## src/rtl/deser160_event_fifo.sv

```systemverilog
// Event FIFO behind the 160 MHz deserializer: FWFT word buffer with overflow
// handling that discards the remainder of a corrupted event until the next start marker.
module deser160_event_fifo #(
  parameter int AW   = 4,
  parameter int CNTW = 16
) (
  input  logic            clk,
  input  logic            reset,
  input  logic            clear,
  input  logic            write,
  input  logic [15:0]     data,
  output logic [15:0]     dout,
  output logic            dout_valid,
  input  logic            dout_ready,
  output logic [AW:0]     level,
  output logic            overflow,
  output logic [CNTW-1:0] evcnt
);

  localparam int DEPTH = 2 ** AW;
  localparam logic [AW:0] DEPTH_LVL = (AW + 1)'(DEPTH);
  localparam logic [AW:0] LVL_ZERO  = (AW + 1)'(0);
  localparam logic [AW:0] LVL_ONE   = (AW + 1)'(1);

  typedef enum logic {ACCEPT = 1'b0, DISCARD = 1'b1} state_t;

  state_t        state_r;
  logic [15:0]   mem_r [DEPTH];
  logic [AW-1:0] wr_ptr_r;
  logic [AW-1:0] rd_ptr_r;

  logic          pop_s;
  logic          full_s;
  logic          room_s;
  logic          store_s;
  logic [AW-1:0] rd_ptr_nxt_s;
  logic [AW:0]   level_nxt_s;
  logic [AW:0]   remain_s;
  logic [15:0]   dout_nxt_s;

  // Store/drop decision for the incoming word.
  always_comb begin
    pop_s   = dout_valid && dout_ready;
    full_s  = (level == DEPTH_LVL);
    room_s  = !full_s || pop_s;
    store_s = 1'b0;
    if (reset || clear) begin
      store_s = 1'b0;
    end else begin
      case (state_r)
        ACCEPT:  store_s = write && room_s;
        DISCARD: store_s = write && data[15] && room_s;
        default: store_s = 1'b0;
      endcase
    end
  end

  // Next head-of-FIFO: bypass the incoming word when nothing else remains stored.
  always_comb begin
    rd_ptr_nxt_s = pop_s ? rd_ptr_r + AW'(1) : rd_ptr_r;
    if (store_s && !pop_s) begin
      level_nxt_s = level + LVL_ONE;
    end else if (!store_s && pop_s) begin
      level_nxt_s = level - LVL_ONE;
    end else begin
      level_nxt_s = level;
    end
    remain_s = pop_s ? level - LVL_ONE : level;
    if (level_nxt_s == LVL_ZERO) begin
      dout_nxt_s = dout;
    end else if (remain_s == LVL_ZERO) begin
      dout_nxt_s = data;
    end else begin
      dout_nxt_s = mem_r[rd_ptr_nxt_s];
    end
  end

  // Word storage; no reset needed since level/dout_valid qualify its contents.
  always_ff @(posedge clk) begin
    if (store_s) begin
      mem_r[wr_ptr_r] <= data;
    end
  end

  // Pointers, status, output register and the accept/discard state machine.
  always_ff @(posedge clk) begin
    if (reset || clear) begin
      state_r    <= ACCEPT;
      wr_ptr_r   <= '0;
      rd_ptr_r   <= '0;
      level      <= LVL_ZERO;
      dout       <= 16'h0000;
      dout_valid <= 1'b0;
      overflow   <= 1'b0;
      evcnt      <= '0;
    end else begin
      rd_ptr_r   <= rd_ptr_nxt_s;
      level      <= level_nxt_s;
      dout       <= dout_nxt_s;
      dout_valid <= (level_nxt_s != LVL_ZERO);
      if (store_s) begin
        wr_ptr_r <= wr_ptr_r + AW'(1);
        if (data[15]) begin
          evcnt <= evcnt + CNTW'(1);
        end
      end
      case (state_r)
        ACCEPT: begin
          if (write && !room_s) begin
            state_r  <= DISCARD;
            overflow <= 1'b1;
          end
        end
        DISCARD: begin
          if (write && data[15] && room_s) begin
            state_r <= ACCEPT;
          end
        end
        default: state_r <= ACCEPT;
      endcase
    end
  end

endmodule

```

## config.mk

```make
export PLATFORM = sky130hd
export DESIGN_NAME = deser160_event_fifo
export DESIGN_NICKNAME = d
export VERILOG_FILES = /design/src/rtl/deser160_event_fifo.sv
export SDC_FILE = /design/constraint.sdc
export NUM_CORES = 1
export LEC_CHECK = 0
export ABC_AREA = 1
export CAP_MARGIN = 15
export CORE_MARGIN = 4
export CORE_UTILIZATION = 50
export DETAILED_ROUTE_END_ITERATION = 10
export PLACE_DENSITY = 0.68
export SLEW_MARGIN = 10
export SYNTH_ARGS = -nofsm -noshare
export SYNTH_HDL_FRONTEND = slang
export SYNTH_SLANG_ARGS = --single-unit
```

## constraint.sdc

```tcl
create_clock -name clk -period 3.9 [get_ports clk]
set_clock_uncertainty 0.05 [all_clocks]
set_input_delay 0.585 -clock clk [delete_from_list [all_inputs] [get_ports clk]]
set_output_delay 0.585 -clock clk [all_outputs]
set_load 0.02 [all_outputs]
```

==> flow_metrics.tcl, run 1 <==
set metrics [dict create \
    crit_chain "clkdlybuf4s50_1 > nand2_2 > o21ai_4 > buf_4 > nand3_1 > nand3_1 > nand3_1 > nand3_1 > nand4_1 > nand2_1" \
    antenna_found_initial 0 \
    post-route-drc-count 0 \
    regArea_sq_mm 0.00865 \
    critPathMaxStageDelay_ns 0.90 \
    worstPathRequired_ns 4.34 \
    maxCapViolations 0 \
    crit_fanout 32 \
    grt-ovfl-total 0 \
    drt_first_pass_iters 8 \
    start_util_pct 50.8 \
    grt_pass1_wl_um 52500 \
    drv_slew 0 \
    worst_slack_ns 1.03 \
    ys_ff_latch 304 \
    crit_buf_inv 2 \
    insertion_delay_ns 0.55 \
    htreeDepth 1 \
    finalNonFillerCells 1757 \
    syn_inst 1323 \
    ys_seq_area_share_pct 63.4 \
    crit_path_end_kind "flip-flop" \
    path_clk_slew_ns 0.06 \
    cts_setup_buffers 0 \
    track_usage_pct 22.0 \
    place_inst 1700 \
    synth_top_area_share_pct 56.3 \
    layout-drive-gt1-share_pct 10.9 \
    critPathArrivalTime_ns 3.31 \
    gp_congestion 0.848 \
    setup_viol 0 \
    nets 1421 \
    syn_avg_cell_area_sq_um 10.3 \
    post-place-ws_ns 0.467 \
    layout_commonest_cell "nand2_1" \
    area_growth_pct 16.0 \
    grt_max_degree 101 \
    slew_headroom_pct 26.5 \
    grt_setup_unrepaired "no" \
    fin_crit_sh_pct 73.6 \
    wirelength_um 33500 \
    dpl.hpwl_um 20500 \
    vias 9723 \
    powerDensity_mw_per_mm2 447 \
    drt-wirelength-per-cell_um 19.0 \
    clockRootBuffer "clkbuf_16" \
    hold_buffers 0 \
    p_leak_uw 0.00621 \
    die_area_sq_mm 0.0300 \
    ios 60 \
    multi_input_area_sq_mm 0.00403 \
    drtIter0Drc 870 \
    period_minus_slack_ns 2.87 \
    crit_path_start_kind "input port" \
    synthTopCellsByArea "edfxtp_1 (56%), nand3_1 (8.7%), nand2_1 (7.4%)" \
    cts_buffer_depth 3 \
    postRouteAntennaNets 0 \
    status "complete, no violations" \
    routed_via_density 5.53 \
    core_sq_mm 0.0269 \
    yosysWarnings 0 \
    critical_path_class "input port to flip-flop" \
    synth_cell_types 38 \
    die_h_um 173 \
    cts_buffers 30 \
    cts_sinks 304 \
    cts_resized 0 \
    critPathTopFamily "buffers and inverters" \
    synth_area_sq_mm 0.0136 \
    portBuffers 59 \
    num_rows 60 \
    finalHoldViolations 0 \
    worstMarginPinSlew_ns 1.10 \
    peakVddDrop_mv 0.414 \
    syn_nets 1353 \
    tns_ns 0 \
    hold_path.class "flip-flop to flip-flop" \
    fillers 2269 \
    synth_top_area_cell "edfxtp_1" \
    grt_pass1_vias 9390 \
    final_util_pct 58.9 \
    final_cell_mix "nand2_1 (267), edfxtp_1 (256), nand3_1 (237)" \
    cts_tree "built" \
    die_w_um 173 \
    fmax_mhz 349 \
    slowest_stage "o21ai_4" \
    cp_common_cell "nand3_1" \
]
-- path summary, 6_finish.rpt --
| kind | from | endpoint | slack (ns) | depth (start not counted) |
|---|---|---|---|---|
| hold / removal | overflow | overflow | 0.41 | 2 |
| hold reg to reg | overflow | overflow | 0.41 | 2 |
| setup / recovery | dout_ready | dout[1] | 1.03 | 10 |
| setup reg to reg | level[0] | dout[14] | 1.08 | 14 |
-- routing by layer --
metal / wire length (um) / GRT usage (%) / up-vias
met3: 2040 / 3.26 / 75
met1: 13900 / 29.1 / 4692
li1: - / - / 4653
met5: 0 / 0 / -
met4: 1100 / 7.15 / 0
met2: 16400 / 37.6 / 303
-- area by class of cell --
type / instances / area share, %
clock inverters: 16 / 0.925
clock buffers: 40 / 5.43
well taps: 341 / 2.70
inverters: 182 / 4.32
multi-input cells: 764 / 25.5
diodes: 1 / 0.0158
flip-flops and latches: 304 / 54.6
repair buffers: 109 / 6.50
-- kinds of logic (layout without fill, tap and decap cells) --
group	Yosys count	in the layout	synth area share, %
compound gates	76	76	3.38
xor+xnor	9	9	0.633
fa+ha+maj	9	9	0.825
buf+inv	255	347	7.66
flops	304	304	63.4
other cells	0	1	0
simple gates	670	670	24.1
-- report_power, final --
group | total (uW) | internal (uW) | leakage [uW] | switching, uW
clock | 2890 | 1680 | 0.000490 | 1210
sequential | 3570 | 3540 | 0.00269 | 22.3
combinational | 617 | 204 | 0.00303 | 413
total | 7080 | 5430 | 0.00621 | 1650
-- worst reg2reg max path, stage by stage, from the launching register on --
cell,delay (ns)
dfxtp_1,0.36
inv_1,0.18
ha_1,0.20
nand2_1,0.05
inv_1,0.09
nand3_4,0.09
nand3_4,0.15
nand2_4,0.10
nand2_1,0.09
nor2_1,0.05
nor2_2,0.38
nand3_2,0.57
nor2_2,0.24
nand2_1,0.07
nand2_1,0.09
-- synth_stat cells (all sizes together) --
master,number
o32ai,1
or2,7
nor4,4
ha,9
edfxtp,256
xnor2,2
nand3b,70
buf,60
o211ai,28
o21ai,12
a31oi,4
xor2,7
nand2,273
clkinv,2
inv,180
dfxtp,48
a211oi,1
clkbuf,13
a21oi,30
nand3,242
nor3,6
nand4,21
nor2,47
-- state kept, by name, indices dropped and copies added (netlist names) --
name,flops
evcnt,16
dout_valid,1
dout,16
state_r,1
mem_r,256
rd_ptr_r,4
wr_ptr_r,4
level,5
overflow,1
-- through the flow --
step / hold slack, ns / total power, uW / instance area (sq um)
finish: 0.405 / 7080 / 15800
global placement: 0.395 / 4240 / 14800
CTS: 0.411 / 7120 / 15800
global route: 0.440 / 7340 / 15800
detailed placement: 0.401 / 4250 / 14800
floorplan: 0.395 / 4020 / 13600
Power figures use the tool's default switching activity.
==> run 2: changes to the inputs <==
Settings changed: PLACE_DENSITY 0.68 to 0.7.
Clock period 3.9 ns to 2.58 ns, I/O delays scaled along.
==> run 2 against run 1 <==
Net effect:
- hold slack worse by 0.0044 ns
- clock power is 49% higher
- sequential cell count stayed put
- cell count is 1.9% higher
- final area is 2.7% higher
- combinational power is 65% higher
- via count is 1.7% higher
- largest cell class unchanged
- highest routed layer unchanged
==> flow_metrics.tcl, run 2 (same netlist as run 1, synthesis figures left out) <==
set metrics [dict create \
    status "complete, no violations" \
    htreeDepth 1 \
    grt_setup_unrepaired "no" \
    r2r-start "level[0]" \
    worstMarginPinSlew_ns 0.680 \
    core_sq_mm 0.0269 \
    die_w_um 173 \
    portBuffers 59 \
    crit_path_end_kind "flip-flop" \
    area_growth_pct 19.1 \
    fin_crit_sh_pct 89.4 \
    wirelength_um 33500 \
    routed_via_density 5.52 \
    reg_top3 "mem_r x256, dout x16, evcnt x16" \
    maxCapViolations 0 \
    track_usage_pct 22.4 \
    period_minus_slack_ns 2.31 \
    path_clk_slew_ns 0.06 \
    clockRootBuffer "clkbuf_16" \
    internal-power_uw 8220 \
    antenna_found_initial 0 \
    postRouteAntennaNets 0 \
    drv_slew 0 \
    tns_ns 0 \
    p_sw_uw 2480 \
    die_area_sq_mm 0.0300 \
    cts_setup_buffers 0 \
    critical_path_class "flip-flop to flip-flop" \
    routed.top_layer "met4" \
    gp_congestion 0.929 \
    crit_path_start_kind "flip-flop" \
    wl_met1_um 14100 \
    post-place-ws_ns 0.0347 \
    cts_buffers 31 \
    largest_reg_flops 256 \
    hold_buffers 0 \
    critPathArrivalTime_ns 2.75 \
    vias 9890 \
    clkPwrFrac_pct 40.1 \
    worstPathRequired_ns 3.03 \
    grt_pass1_vias 9905 \
    startpoint "level[0]" \
    pwr-share-seq_pct 50.4 \
    setup_viol 0 \
    cts_tree "built" \
    top_register "mem_r" \
    start_util_pct 50.8 \
    diodes 0 \
    comb_power_share_pct 9.5 \
    cts_sinks 304 \
    final_cell_mix "nand2_1 (267), edfxtp_1 (256), nand3_1 (237)" \
    layout-drive-gt1-share_pct 12.8 \
    slew_headroom_pct 54.5 \
    insertion_delay_ns 0.55 \
    fillers 2189 \
    post-route-drc-count 0 \
    grt_max_degree 70 \
    layout_commonest_cell "nand2_1" \
    crit_fanout 23 \
    dpl.hpwl_um 21300 \
    ios 60 \
    worst_slack_ns 0.273 \
    swShare_pct 23.2 \
    place_inst 1734 \
    die_h_um 173 \
    p_leak_uw 0.00642 \
    grt-ovfl-total 0 \
    hold_ws_ns 0.401 \
    powerDensity_mw_per_mm2 658 \
    num_rows 60 \
    finalHoldViolations 0 \
    min_from "overflow" \
    peakVddDrop_mv 0.668 \
    nets 1456 \
    drtIter0Drc 1167 \
    cts_buffer_depth 3 \
    finalNonFillerCells 1791 \
    drt-wirelength-per-cell_um 18.7 \
    fmax_mhz 433 \
    hold_path.class "flip-flop to flip-flop" \
    met3_wirelength_um 2050 \
    wl_met2_um 16400 \
    cts_resized 0 \
    drt_first_pass_iters 5 \
    grt_pass1_wl_um 54100 \
]
## run 2: cell count changes in the layout (fill, tap and decap cells not counted)
cell and change:
clkinv_1 +4, clkinv_4 -2, clkinv_2 +4, buf_12 +16, clkbuf_8 -5, buf_4 +18
diode_2 -1, clkinvlp_4 -1, bufinv_16 +1
## run 2: final timing paths
kind / endpoint / slack, ns / depth (start not counted)
setup / recovery: dout[0] / 0.27 / 16
hold / removal: overflow / 0.40 / 2
setup reg to reg: dout[0] / 0.27 / 16
hold reg to reg: overflow / 0.40 / 2
## run 2: metal layers
metal	GRT usage, %	vias to the layer above
met1	30.2	4741
met3	3.39	66
met4	6.85	0
li1	-	4717
met2	37.8	366
met5	0	-
## run 2: area by class of cell
type | count | area [sq um] | area share (%)
inverter | 182 | 683 | 4.20
tap | 341 | 427 | 2.63
clock buffer | 35 | 791 | 4.87
timing repair buffer | 143 | 1480 | 9.13
sequential | 304 | 8650 | 53.2
clock inverter | 22 | 186 | 1.15
multi-input combinational | 764 | 4030 | 24.8
## run 2: metrics by stage
stage	power [uW]	cell area, sq um	utilization (%)
after floorplan	6080	13600	-
after global placement	6490	15300	56.8
after detailed placement	6510	15300	56.8
after CTS	10800	16300	60.5
after global routing	11100	16300	60.5
final	10700	16300	60.5
## run 2: power by group through the flow
stage	combinational (uW)	sequential, uW	clock (uW)
2_1_floorplan	563	5520	0
3_3_place_gp	996	5490	0
3_5_place_dp	1020	5490	0
4_1_cts	1020	5390	4360
5_1_grt	1120	5390	4600
6_report	1020	5390	4300
## run 2: critical path, stage by stage (launching register included)
cell and delay, ns:
dfxtp_1 0.43, inv_1 0.15, ha_1 0.24, nand2_1 0.06
inv_1 0.06, nand3_4 0.07, nand3_4 0.11, nand2_4 0.12
nand2_1 0.08, nand2_1 0.10, nand2_1 0.08, nor2_2 0.19
nand3_2 0.12, buf_12 0.18, nor2_1 0.10, nand2_1 0.06
nand2_1 0.06
